<file path="src/rtl/adder_pkg.sv">
// Shared definitions for the adder family: FSM state encoding, digit count helper
// and the W/D legality check used by every digit-serial variant.
`ifndef ADDER_PKG_SV
`define ADDER_PKG_SV

// Expands to a generate-time error when D does not evenly split W into digits.
`define ADDER_CHECK_WD(W_, D_) \
    if ((D_) < 1 || (D_) > (W_) || ((W_) % (D_)) != 0) begin : g_illegal_wd \
        $error("adder: illegal W/D combination"); \
    end

package adder_pkg;

    typedef enum logic [1:0] {
        ST_IDLE = 2'd0,
        ST_RUN  = 2'd1,
        ST_DONE = 2'd2
    } state_e;

    function automatic int digits(input int w, input int d);
        return (d > 0) ? (w / d) : 1;
    endfunction

endpackage

`endif

</file>
<file path="src/rtl/digit_adder.sv">
// Combinational D-bit adder slice; also exposes the carry into its top bit so
// callers can derive two's-complement overflow.
module digit_adder #(
    parameter int D = 1
) (
    input  logic [D-1:0] a,
    input  logic [D-1:0] b,
    input  logic         cin,
    output logic [D-1:0] sum,
    output logic         cout,
    output logic         c_msb
);
    logic [D:0] tot;

    assign tot   = {1'b0, a} + {1'b0, b} + {{D{1'b0}}, cin};
    assign sum   = tot[D-1:0];
    assign cout  = tot[D];
    // Top sum bit is a^b^carry_in, so the carry into it falls out by XOR.
    assign c_msb = a[D-1] ^ b[D-1] ^ sum[D-1];
endmodule

</file>
<file path="src/rtl/digit_serial_adder.sv">
// Digit-serial add/subtract: W-bit operands consumed D bits per clock behind
// valid/ready handshakes on both operand and result sides.
module digit_serial_adder
    import adder_pkg::*;
#(
    parameter int W = 4,
    parameter int D = 1
) (
    input  logic         clk,
    input  logic         rst,
    input  logic         in_valid,
    output logic         in_ready,
    input  logic [W-1:0] in_a,
    input  logic [W-1:0] in_b,
    input  logic         in_cin,
    input  logic         in_sub,
    output logic         out_valid,
    input  logic         out_ready,
    output logic [W-1:0] out_sum,
    output logic         out_cout,
    output logic         out_ovf
);
    `ADDER_CHECK_WD(W, D)

    localparam int N  = digits(W, D);
    localparam int CW = $clog2(N) + 1;
    localparam logic [CW-1:0] LAST = CW'(N - 1);

    state_e        state_q, state_d;
    logic          in_ready_q, in_ready_d;
    logic [W-1:0]  a_sh_q, a_sh_d;
    logic [W-1:0]  b_sh_q, b_sh_d;
    logic          carry_q, carry_d;
    logic [CW-1:0] cnt_q, cnt_d;
    logic [W-1:0]  res_q, res_d;
    logic          cout_q, cout_d;
    logic          ovf_q, ovf_d;

    logic [D-1:0]  dig_sum;
    logic          dig_cout;
    logic          dig_cmsb;
    logic [W+D-1:0] res_cat;

    digit_adder #(.D(D)) u_digit (
        .a     (a_sh_q[D-1:0]),
        .b     (b_sh_q[D-1:0]),
        .cin   (carry_q),
        .sum   (dig_sum),
        .cout  (dig_cout),
        .c_msb (dig_cmsb)
    );

    // New digit enters at the MSB end so the LSB digit lands at bit 0 after N steps.
    assign res_cat = {dig_sum, res_q};

    always_comb begin
        state_d = state_q;
        a_sh_d  = a_sh_q;
        b_sh_d  = b_sh_q;
        carry_d = carry_q;
        cnt_d   = cnt_q;
        res_d   = res_q;
        cout_d  = cout_q;
        ovf_d   = ovf_q;
        case (state_q)
            ST_IDLE: begin
                if (in_valid && in_ready_q) begin
                    a_sh_d  = in_a;
                    b_sh_d  = in_sub ? ~in_b : in_b;
                    carry_d = in_cin ^ in_sub;
                    cnt_d   = '0;
                    res_d   = '0;
                    cout_d  = 1'b0;
                    ovf_d   = 1'b0;
                    state_d = ST_RUN;
                end
            end
            ST_RUN: begin
                a_sh_d  = a_sh_q >> D;
                b_sh_d  = b_sh_q >> D;
                res_d   = res_cat[W+D-1:D];
                carry_d = dig_cout;
                cnt_d   = cnt_q + CW'(1);
                if (cnt_q == LAST) begin
                    cout_d  = dig_cout;
                    ovf_d   = dig_cmsb ^ dig_cout;
                    state_d = ST_DONE;
                end
            end
            ST_DONE: begin
                if (out_ready) state_d = ST_IDLE;
            end
            default: state_d = ST_IDLE;
        endcase
        // Registered so in_ready carries no path from rst or the handshake inputs.
        in_ready_d = (state_d == ST_IDLE);
    end

    always_ff @(posedge clk) begin
        if (rst) begin
            state_q    <= ST_IDLE;
            in_ready_q <= 1'b0;
            res_q      <= '0;
            cout_q     <= 1'b0;
            ovf_q      <= 1'b0;
        end else begin
            state_q    <= state_d;
            in_ready_q <= in_ready_d;
            res_q      <= res_d;
            cout_q     <= cout_d;
            ovf_q      <= ovf_d;
        end
    end

    always_ff @(posedge clk) begin
        a_sh_q  <= a_sh_d;
        b_sh_q  <= b_sh_d;
        carry_q <= carry_d;
        cnt_q   <= cnt_d;
    end

    assign in_ready  = in_ready_q;
    assign out_valid = (state_q == ST_DONE);
    assign out_sum   = res_q;
    assign out_cout  = cout_q;
    assign out_ovf   = ovf_q;
endmodule

</file>
<file path="config.mk">
export PLATFORM = sky130hd
export DESIGN_NAME = digit_serial_adder
export DESIGN_NICKNAME = d
export VERILOG_FILES = /design/src/rtl/adder_pkg.sv /design/src/rtl/digit_adder.sv /design/src/rtl/digit_serial_adder.sv
export SDC_FILE = /design/constraint.sdc
export NUM_CORES = 1
export LEC_CHECK = 0
export CAP_MARGIN = 0
export CORE_UTILIZATION = 47
export CTS_CLUSTER_DIAMETER = 60
export DETAILED_ROUTE_END_ITERATION = 16
export HOLD_SLACK_MARGIN = 0.02
export PLACE_DENSITY = 0.8
export SYNTH_ARGS = -nofsm -noshare
export SYNTH_HDL_FRONTEND = slang
export SYNTH_HIERARCHICAL = 1
export SYNTH_SLANG_ARGS = --single-unit
</file>
<file path="constraint.sdc">
create_clock -name clk -period 4 [get_ports clk]
set_input_delay 0.8 -clock clk [delete_from_list [all_inputs] [get_ports clk]]
set_output_delay 0.8 -clock clk [all_outputs]
set_load 0.005 [all_outputs]
</file>
# Word level (Yosys, flattened, before mapping)
# Index checks and enable logic that the tools add are counted.
# W data, S select, Z words.
# word_totals
reg_bits	21
latch_bits	0
ram_bits	0
romBits	0
output_inout_bits	8
word_cells	48
mem_count	0
# classes
n_addsub	3
multipliers	0
div	0
n_lt_le_gt_ge	0
n_eq_ne	5
shift	0
mux	20
bitwise_logic	5
reduce_logical	6
# ops
cell	n
$pmux W4 S2	3
$mux W4	4
$mux W2	3
$pmux W1 S2	3
$pmux W2 S3	1
$pmux W3 S2	1
$logic_not A2 Y1	2
$mux W1	4
$ne A2 B2 Y1 const B	2
$not A4 Y4	1
$xor A1 B1 Y1	4
$add A3 B1 Y3 const B	1
$eq A3 B2 Y1 const B	1
$mux W3	1
$reduce_and A3 Y1	1
$add A1 B1 Y2	1
$add A2 B1 Y2	1
$eq A2 B1 Y1 const B	1
$eq A2 B2 Y1 const B	1
$reduce_and A2 Y1	1
$reduce_bool A2 Y1	1
$logic_and A1 B1 Y1	1

# Depth between registers and ports, before layout
# Gate-level depths: netlist of run 1.
# logic_depth
depth_word	6
mapped_depth	5

# Hierarchy
# Netlist of run 1, hierarchy kept.
# by_module_without_submodules
mod	n_inst	cells_per_inst	area_per_inst_um2
digit_serial_adder	1	85	913.4
digit_adder	1	2	43.8

# Worst setup path after synthesis of run 1
# No wires, ideal clock.
# synth_path
path_kind	input to register
from	input port in_valid
to	register a_sh_q[0] (enable)
setup_time_ns	0.387
arrival_ns	1.546
required_ns	3.613
slack_ns	2.067
stages	2
n_path_buf	0
cell_sequence	a21oi_1 > nor2_1
# synth_between
elab_chain_cells	3
# synth_rtl
element	line	rtl
start, declared	digit_serial_adder.sv:11	input logic in_valid,
$logic_and A1 B1 Y1	digit_serial_adder.sv:67	if (in_valid && in_ready_q) begin
$ne A2 B2 Y1 (no source line)	--	
$reduce_and A2 Y1 (no source line)	--	
end signal, assigned	digit_serial_adder.sv:116	a_sh_q <= a_sh_d;
end, declared	digit_serial_adder.sv:31	logic [W-1:0] a_sh_q, a_sh_d;
# No other way between the ends.
# A chain may end at the register's enable or synchronous reset.

# Final worst setup path of run 1
# layout_path
from	register state_q[0]
to	output port out_valid
# layout_between
elab_chain_cells	1
# layout_rtl
element	line	rtl
start, declared	digit_serial_adder.sv:29	state_e state_q, state_d;
start signal, assigned	digit_serial_adder.sv:107	state_q <= state_d;
$eq A2 B2 Y1	digit_serial_adder.sv:123	assign out_valid = (state_q == ST_DONE);
end, declared	digit_serial_adder.sv:17	output logic out_valid,
# No other way between the ends.

==> flow_metrics.py, run 1 <==
metrics = {
    "logic_synthesis": {
        "netlist_area_sq_um": 957,
        "ys_seq_area_frac": 0.565,
        "yosys_register_bits": 21,
        "yosysWarnings": 6,
        "postSynthAreaPerCell_sq_um": 11.0,
        "synth_fp_nets": 104,
        "synth_cell_types": 31,
        "netlist_instances": 87,
    },
    "worst_setup_path": {
        "critPathMaxFanout": 7,
        "slowest_stage": "dfxtp_1",
        "critPathMaxStageDelay_ns": 0.45,
        "path_class": "reg -> out",
        "crit_path_end_kind": "output pin",
        "cp-start-kind": "flop",
        "worstPathArrival_ns": 1.42,
        "crit_family": "flip-flops",
        "critical_path.cell_chain": "and2b_2, clkdlybuf4s50_1",
        "crit_required_ns": 3.20,
        "path_buf_inv": 1,
    },
    "status": {
        "status": "finished clean",
    },
    "timing": {
        "min_period_ns": 2.22,
        "rsz0062_at_grt": "false",
        "fin_crit_sh": 0.556,
        "fmax_ghz": 0.450,
        "fin_skew_ns": 0.00141,
        "finalSetupViolCount": 0,
        "hold_ws_ns": 0.499,
        "hold_violations": 0,
        "drv_slew": 0,
        "setup_tns_ns": 0,
        "tightestPinTransition_ns": 0.963,
        "slew_headroom": 0.357,
    },
    "grt": {
        "grt_max_degree": 18,
        "grt_pass1_wl_mm": 2.53,
        "grt_pass1_vias": 591,
        "grt.busiest_layer": "met2",
        "grt_overflow": 0,
        "grtUsageMet2": 0.275,
        "met1_usage": 0.217,
        "use_met3": 0.0346,
        "antenna_found_initial": 0,
        "grt_usage": 0.168,
    },
    "routing": {
        "vias_per_cell": 5.02,
        "wl_mm": 1.64,
        "dr.pass1.iters": 4,
        "vias": 667,
        "ant_nets": 0,
        "wl_per_cell_um": 12.3,
        "drc_errors": 0,
        "drt_iter0_markers": 8,
    },
    "final_layout": {
        "fin_nets": 126,
        "drive_gt1_frac": 0.0648,
        "syn_to_final_growth_pct": 25.6,
        "fillers": 156,
        "n_antenna_cell": 0,
    },
    "floorplan": {
        "die_h_um": 47.1,
        "core_sq_mm": 0.00182,
        "die_w_um": 47.1,
        "rows": 15,
        "die_area_sq_mm": 0.00222,
        "pin_count": 22,
        "start_util": 0.526,
    },
    "clocking": {
        "htree_levels": 1,
        "cts_sinks": 21,
        "insertion_delay_ns": 0.30,
        "cts_buffers": 3,
        "post-cts-setup-buffers": 0,
        "max-clock-path-buffers": 2,
        "cts_resized": 0,
        "cts_tree": "built",
        "root_buffer": "clkbuf_4",
        "hold_buffers": 0,
        "clk_pin_slew_ns": 0.12,
    },
    "power_and_ir_drop": {
        "swShare": 0.250,
        "p_leak_nw": 0.431,
        "ir_drop_uv": 267,
        "clockPowerShare": 0.231,
        "p_sw_mw": 0.110,
        "finalPower_mw": 0.439,
        "powerDensity_mw_per_mm2": 365,
        "pwr-share-seq": 0.587,
        "p_comb_frac": 0.182,
        "p_int_mw": 0.329,
    },
    "job": {
        "drv_cap": 0,
    },
    "hold_path": {
        "hp-class": "reg -> reg",
    },
    "placement": {
        "portBuffers": 21,
        "detailed_place_hpwl_mm": 1.18,
        "place_congestion": 0.720,
    },
}
==> Yosys cell counts, drive strengths merged <==
master	number	area [sq um]
buf	3	23.8
edfxtp	12	360
nand3b	2	15.0
fa	1	20.0
and2b	1	8.76
xor2	1	8.76
nor2	5	18.8
a31oi	1	6.26
o22ai	2	12.5
inv	2	7.51
nand2	15	56.3
o21ai	5	25.0
o32ai	1	8.76
xnor2	5	43.8
dfxtp	9	180
nor4b	1	8.76
nor3	1	5.00
nor2b	1	6.26
and2	2	13.8
a21oi	3	15.0
nand3	3	15.0
clkbuf	2	7.51
nand2b	4	25.0
nor3b	1	7.51
xor3	1	23.8
a32oi	1	8.76
ha	2	25.0
==> final cells by class <==
type,instances,area [sq um],share of cell area
clock inverter,1,5.00,0.00416
multi-input combinational,59,378,0.314
timing repair buffer,22,218,0.181
tap,25,31.3,0.0260
clock buffer,3,22.5,0.0187
sequential,21,541,0.450
inverter,2,7.51,0.00624
==> cell usage in the layout, fill, tap and decap left out <==
cell             count
nor3b_1              1
edfxtp_1            12
nor4b_1              1
nor2_1               5
o21ai_0              2
and2_1               1
inv_1                2
ha_1                 2
clkbuf_4             3
xor2_1               1
o22ai_1              2
nor3_1               1
xor3_1               1
dfxtp_1              9
nand2_1             15
and2_2               1
nand3_1              3
nor2b_1              1
and2b_2              1
o21ai_1              3
fa_1                 1
buf_4                1
o32ai_1              1
xnor2_1              5
nand3b_1             2
a31oi_1              1
a32oi_1              1
clkinv_2             1
nand2b_1             4
a21oi_1              3
clkdlybuf4s50_1     21
==> cells by family after synthesis <==
kind of cell	Yosys count	share of synthesized area
adder cells (fa/ha/maj)	3	0.0471
buffers and inverters	7	0.0405
AND/OR/NAND/NOR	36	0.188
XOR/XNOR	7	0.0797
AO/OA/AOI/OAI	13	0.0797
flip-flops	21	0.565
==> flip-flops by register name, indices dropped and copies added, names as in the netlist <==
register and cells:
out_ovf 1, a_sh_q 4, b_sh_q 4, out_sum 4, carry_q 1, in_ready 1
cnt_q 3, out_cout 1, state_q 2
==> through the flow <==
stage | cells | util | setup slack [ns] | instance area (sq um)
floorplan | 87 | - | 2.07 | 957
global placement | 129 | 0.645 | 2.01 | 1170
detailed placement | 129 | 0.645 | 1.99 | 1170
CTS | 133 | 0.660 | 1.77 | 1200
global route | 133 | 0.660 | 1.73 | 1200
finish | 133 | 0.660 | 1.78 | 1200
==> worst paths after layout <==
kind	slack [ns]	end	depth (start not counted)	start
max	1.78	out_valid	2	state_q[0]$_SDFF_PP0_
min	0.50	out_cout$_SDFFE_PP0P_	2	out_cout$_SDFFE_PP0P_
max reg2reg	2.15	out_ovf$_SDFFE_PP0P_	5	a_sh_q[0]$_DFFE_PP_
min reg2reg	0.50	out_cout$_SDFFE_PP0P_	2	out_cout$_SDFFE_PP0P_
==> power by group through the flow <==
stage | clock network [mW] | logic [mW] | registers [mW]
2_1_floorplan | 0 | 0.0528 | 0.261
3_3_place_gp | 0 | 0.0785 | 0.261
3_5_place_dp | 0 | 0.0796 | 0.262
4_1_cts | 0.103 | 0.0804 | 0.257
5_1_grt | 0.113 | 0.0879 | 0.259
6_report | 0.101 | 0.0798 | 0.257
==> per-layer routing <==
metal | routed length (um) | up-vias
met1 | 752 | 304
met2 | 815 | 18
met3 | 61 | 2
li1 | - | 343
met5 | 0 | -
met4 | 12 | 0
==> worst reg2reg max path: cells and delay by family, from the launching register on <==
family	cells	cell delay, ns
adders and majority gates	1	0.61
xor gates and xnor gates	2	0.41
DFF	1	0.45
AOI/OAI and AO/OA	1	0.21
and+or+nand+nor	1	0.10
(Power assumes the default switching activity.)
==> inputs of run 2 (changes only) <==
Settings changed: CORE_UTILIZATION 47 to 43, PLACE_DENSITY 0.8 to 0.77.
Clock period 4 ns to 1.78 ns, I/O delays scaled along.
==> run 2 against run 1 <==
Worst hold slack lost 0.0010 ns. Routed wire length increased by 3.8%. Via count grew 4.3%. Flip-flop and latch count did not move. Core utilization is 4.7 points lower. Global-route usage fell by 0.97 points. Clock skew is 0.0055 ns higher. Register-to-register slack worse by 2.0 ns. Cell count increased by 4.5%. Design area rose by 3.1%.
==> flow_metrics.py, run 2 (synthesis gave the netlist of run 1 again) <==
metrics = {
    "floorplan": {
        "die_h_um": 49.2,
        "pin_count": 22,
        "rows": 16,
        "core_sq_mm": 0.00202,
        "die_area_sq_mm": 0.00242,
        "die_w_um": 49.2,
        "start_util": 0.473,
    },
    "timing": {
        "fmax_ghz": 0.586,
        "rsz0062_at_grt": "true",
        "fin_skew_ns": 0.00694,
        "min_period_ns": 1.71,
        "drv_slew": 0,
        "tightestPinTransition_ns": 0.341,
        "hold_violations": 0,
        "fin_crit_sh": 0.959,
        "slew_headroom": 0.773,
        "finalSetupViolCount": 0,
    },
    "worst_setup_path": {
        "r2r_slack_ns": 0.11,
        "critical_path.cell_chain": "and2b_2, clkdlybuf4s50_1",
        "critical_path.startpoint": "state_q[1]$_SDFF_PP0_",
        "path_class": "reg -> out",
        "crit_path_end_kind": "output pin",
        "worstPathArrival_ns": 1.35,
        "cp-start-kind": "flop",
        "path_buf_inv": 1,
        "reg2reg_to": "out_ovf$_SDFFE_PP0P_",
        "reg2reg_depth": 5,
        "slowest_stage": "clkdlybuf4s50_1",
        "crit_family": "buffers and inverters",
        "crit_required_ns": 1.42,
        "critPathMaxFanout": 8,
        "reg2reg_from": "carry_q$_DFFE_PP_",
        "critPathMaxStageDelay_ns": 0.49,
    },
    "hold_path": {
        "whs_path_depth": 2,
        "hp-class": "reg -> reg",
        "hold_end": "out_sum[0]$_SDFFE_PP0P_",
        "min_from": "out_sum[0]$_SDFFE_PP0P_",
    },
    "placement": {
        "portBuffers": 21,
        "dp.cells": 133,
        "place_congestion": 0.676,
        "place_area_sq_mm": 0.00119,
        "detailed_place_hpwl_mm": 1.21,
    },
    "routing": {
        "vias": 696,
        "ant_nets": 0,
        "drt_iter0_markers": 8,
        "wl_per_cell_um": 12.3,
        "drc_errors": 0,
        "vias_per_cell": 5.01,
        "wl_mm": 1.70,
        "dr.pass1.iters": 4,
    },
    "grt": {
        "grt_overflow": 0,
        "grt_pass1_vias": 687,
        "grt_max_degree": 18,
        "antenna_found_initial": 0,
        "grt_usage": 0.158,
        "grt_pass1_wl_mm": 2.86,
    },
    "clocking": {
        "clk_pin_slew_ns": 0.12,
        "htree_levels": 1,
        "root_buffer": "clkbuf_4",
        "max-clock-path-buffers": 2,
        "cts_buffers": 3,
        "insertion_delay_ns": 0.31,
        "cts_tree": "built",
        "cts_sinks": 21,
    },
    "final_layout": {
        "fin_nets": 130,
        "stdcell_area_sq_mm": 0.00124,
        "n_antenna_cell": 0,
        "final_common_cell": "clkdlybuf4s50_1",
        "drive_gt1_frac": 0.116,
        "fin_cells": 139,
        "syn_to_final_growth_pct": 29.5,
        "mostFrequentLayoutCells": "clkdlybuf4s50_1, nand2_1, edfxtp_1, dfxtp_1",
    },
    "status": {
        "status": "finished clean",
    },
    "power_and_ir_drop": {
        "p_int_mw": 0.754,
        "swShare": 0.250,
        "pwr-share-seq": 0.573,
        "powerDensity_mw_per_mm2": 810,
        "p_sw_mw": 0.251,
        "ir_drop_uv": 520,
        "p_comb_frac": 0.198,
        "p_leak_nw": 0.453,
        "clockPowerShare": 0.229,
        "finalPower_mw": 1.00,
    },
    "job": {
        "drv_cap": 0,
    },
}
## run 2: changes by cell type in the layout (fill, tap and decap cells not counted), sizes merged
| cell | change |
|---|---|
| buf | +4 |
## run 2: worst max path at each step
| stage | endpoint | slack (ns) | cells past startpoint |
|---|---|---|---|
| after floorplan | out_ovf$_SDFFE_PP0P_ | 0.15 | 5 |
| after global placement | out_ovf$_SDFFE_PP0P_ | 0.1 | 5 |
| after detailed placement | out_ovf$_SDFFE_PP0P_ | 0.04 | 5 |
| after CTS | out_valid | 0.005 | 2 |
| after global routing | out_ovf$_SDFFE_PP0P_ | -0.02 | 5 |
| final | out_valid | 0.07 | 2 |
## run 2: area by class of cell
cell class	instances	area (sq um)
Fill cell	173	782
Sequential cell	21	546
Multi-Input combinational cell	59	378
Timing Repair Buffer	26	248
Tap cell	27	33.8
Clock buffer	3	22.5
Inverter	2	7.51
Clock inverter	1	5.00
## run 2: power groups by stage
stage | Combinational, mW | Sequential [mW] | Clock (mW)
after global placement | 0.180 | 0.588 | 0
after CTS | 0.186 | 0.578 | 0.233
after detailed placement | 0.184 | 0.590 | 0
after floorplan | 0.119 | 0.586 | 0
after global routing | 0.220 | 0.581 | 0.260
final | 0.199 | 0.576 | 0.230
## run 2: per-layer routing
layer / GRT usage / wire (um) / vias to the layer above
li1: - / - / 351
met1: 0.192 / 773 / 327
met2: 0.260 / 831 / 16
met3: 0.0405 / 85 / 2
met4: 0.0735 / 13 / 0
met5: 0 / 0 / -
## run 2: tightest hold or removal path, stage by stage, from the launching register on
cell	delay, ns
dfxtp_1	0.33
inv_1	0.05
o32ai_1	0.08
## run 2: repair_timing
| item | 4_1_cts | 5_1_grt |
|---|---|---|
| buffers inserted | 0 | 2 |
| resized for setup | 1 | 2 |
| setup endpoints to repair | 1 | 2 |
| hold buffers | 0 | 0 |
| pin swaps | 0 | 3 |
## run 2: through the flow
| step | hold slack [ns] | util | setup TNS, ns | setup slack (ns) |
|---|---|---|---|---|
| detailed placement | 0.486 | 0.590 | 0 | 0.0402 |
| floorplan | 0.472 | - | 0 | 0.149 |
| finish | 0.498 | 0.613 | 0 | 0.0732 |
| global placement | 0.464 | 0.590 | 0 | 0.0964 |
| global route | 0.531 | 0.613 | -0.0225 | -0.0225 |
| CTS | 0.504 | 0.604 | 0 | 0.00473 |
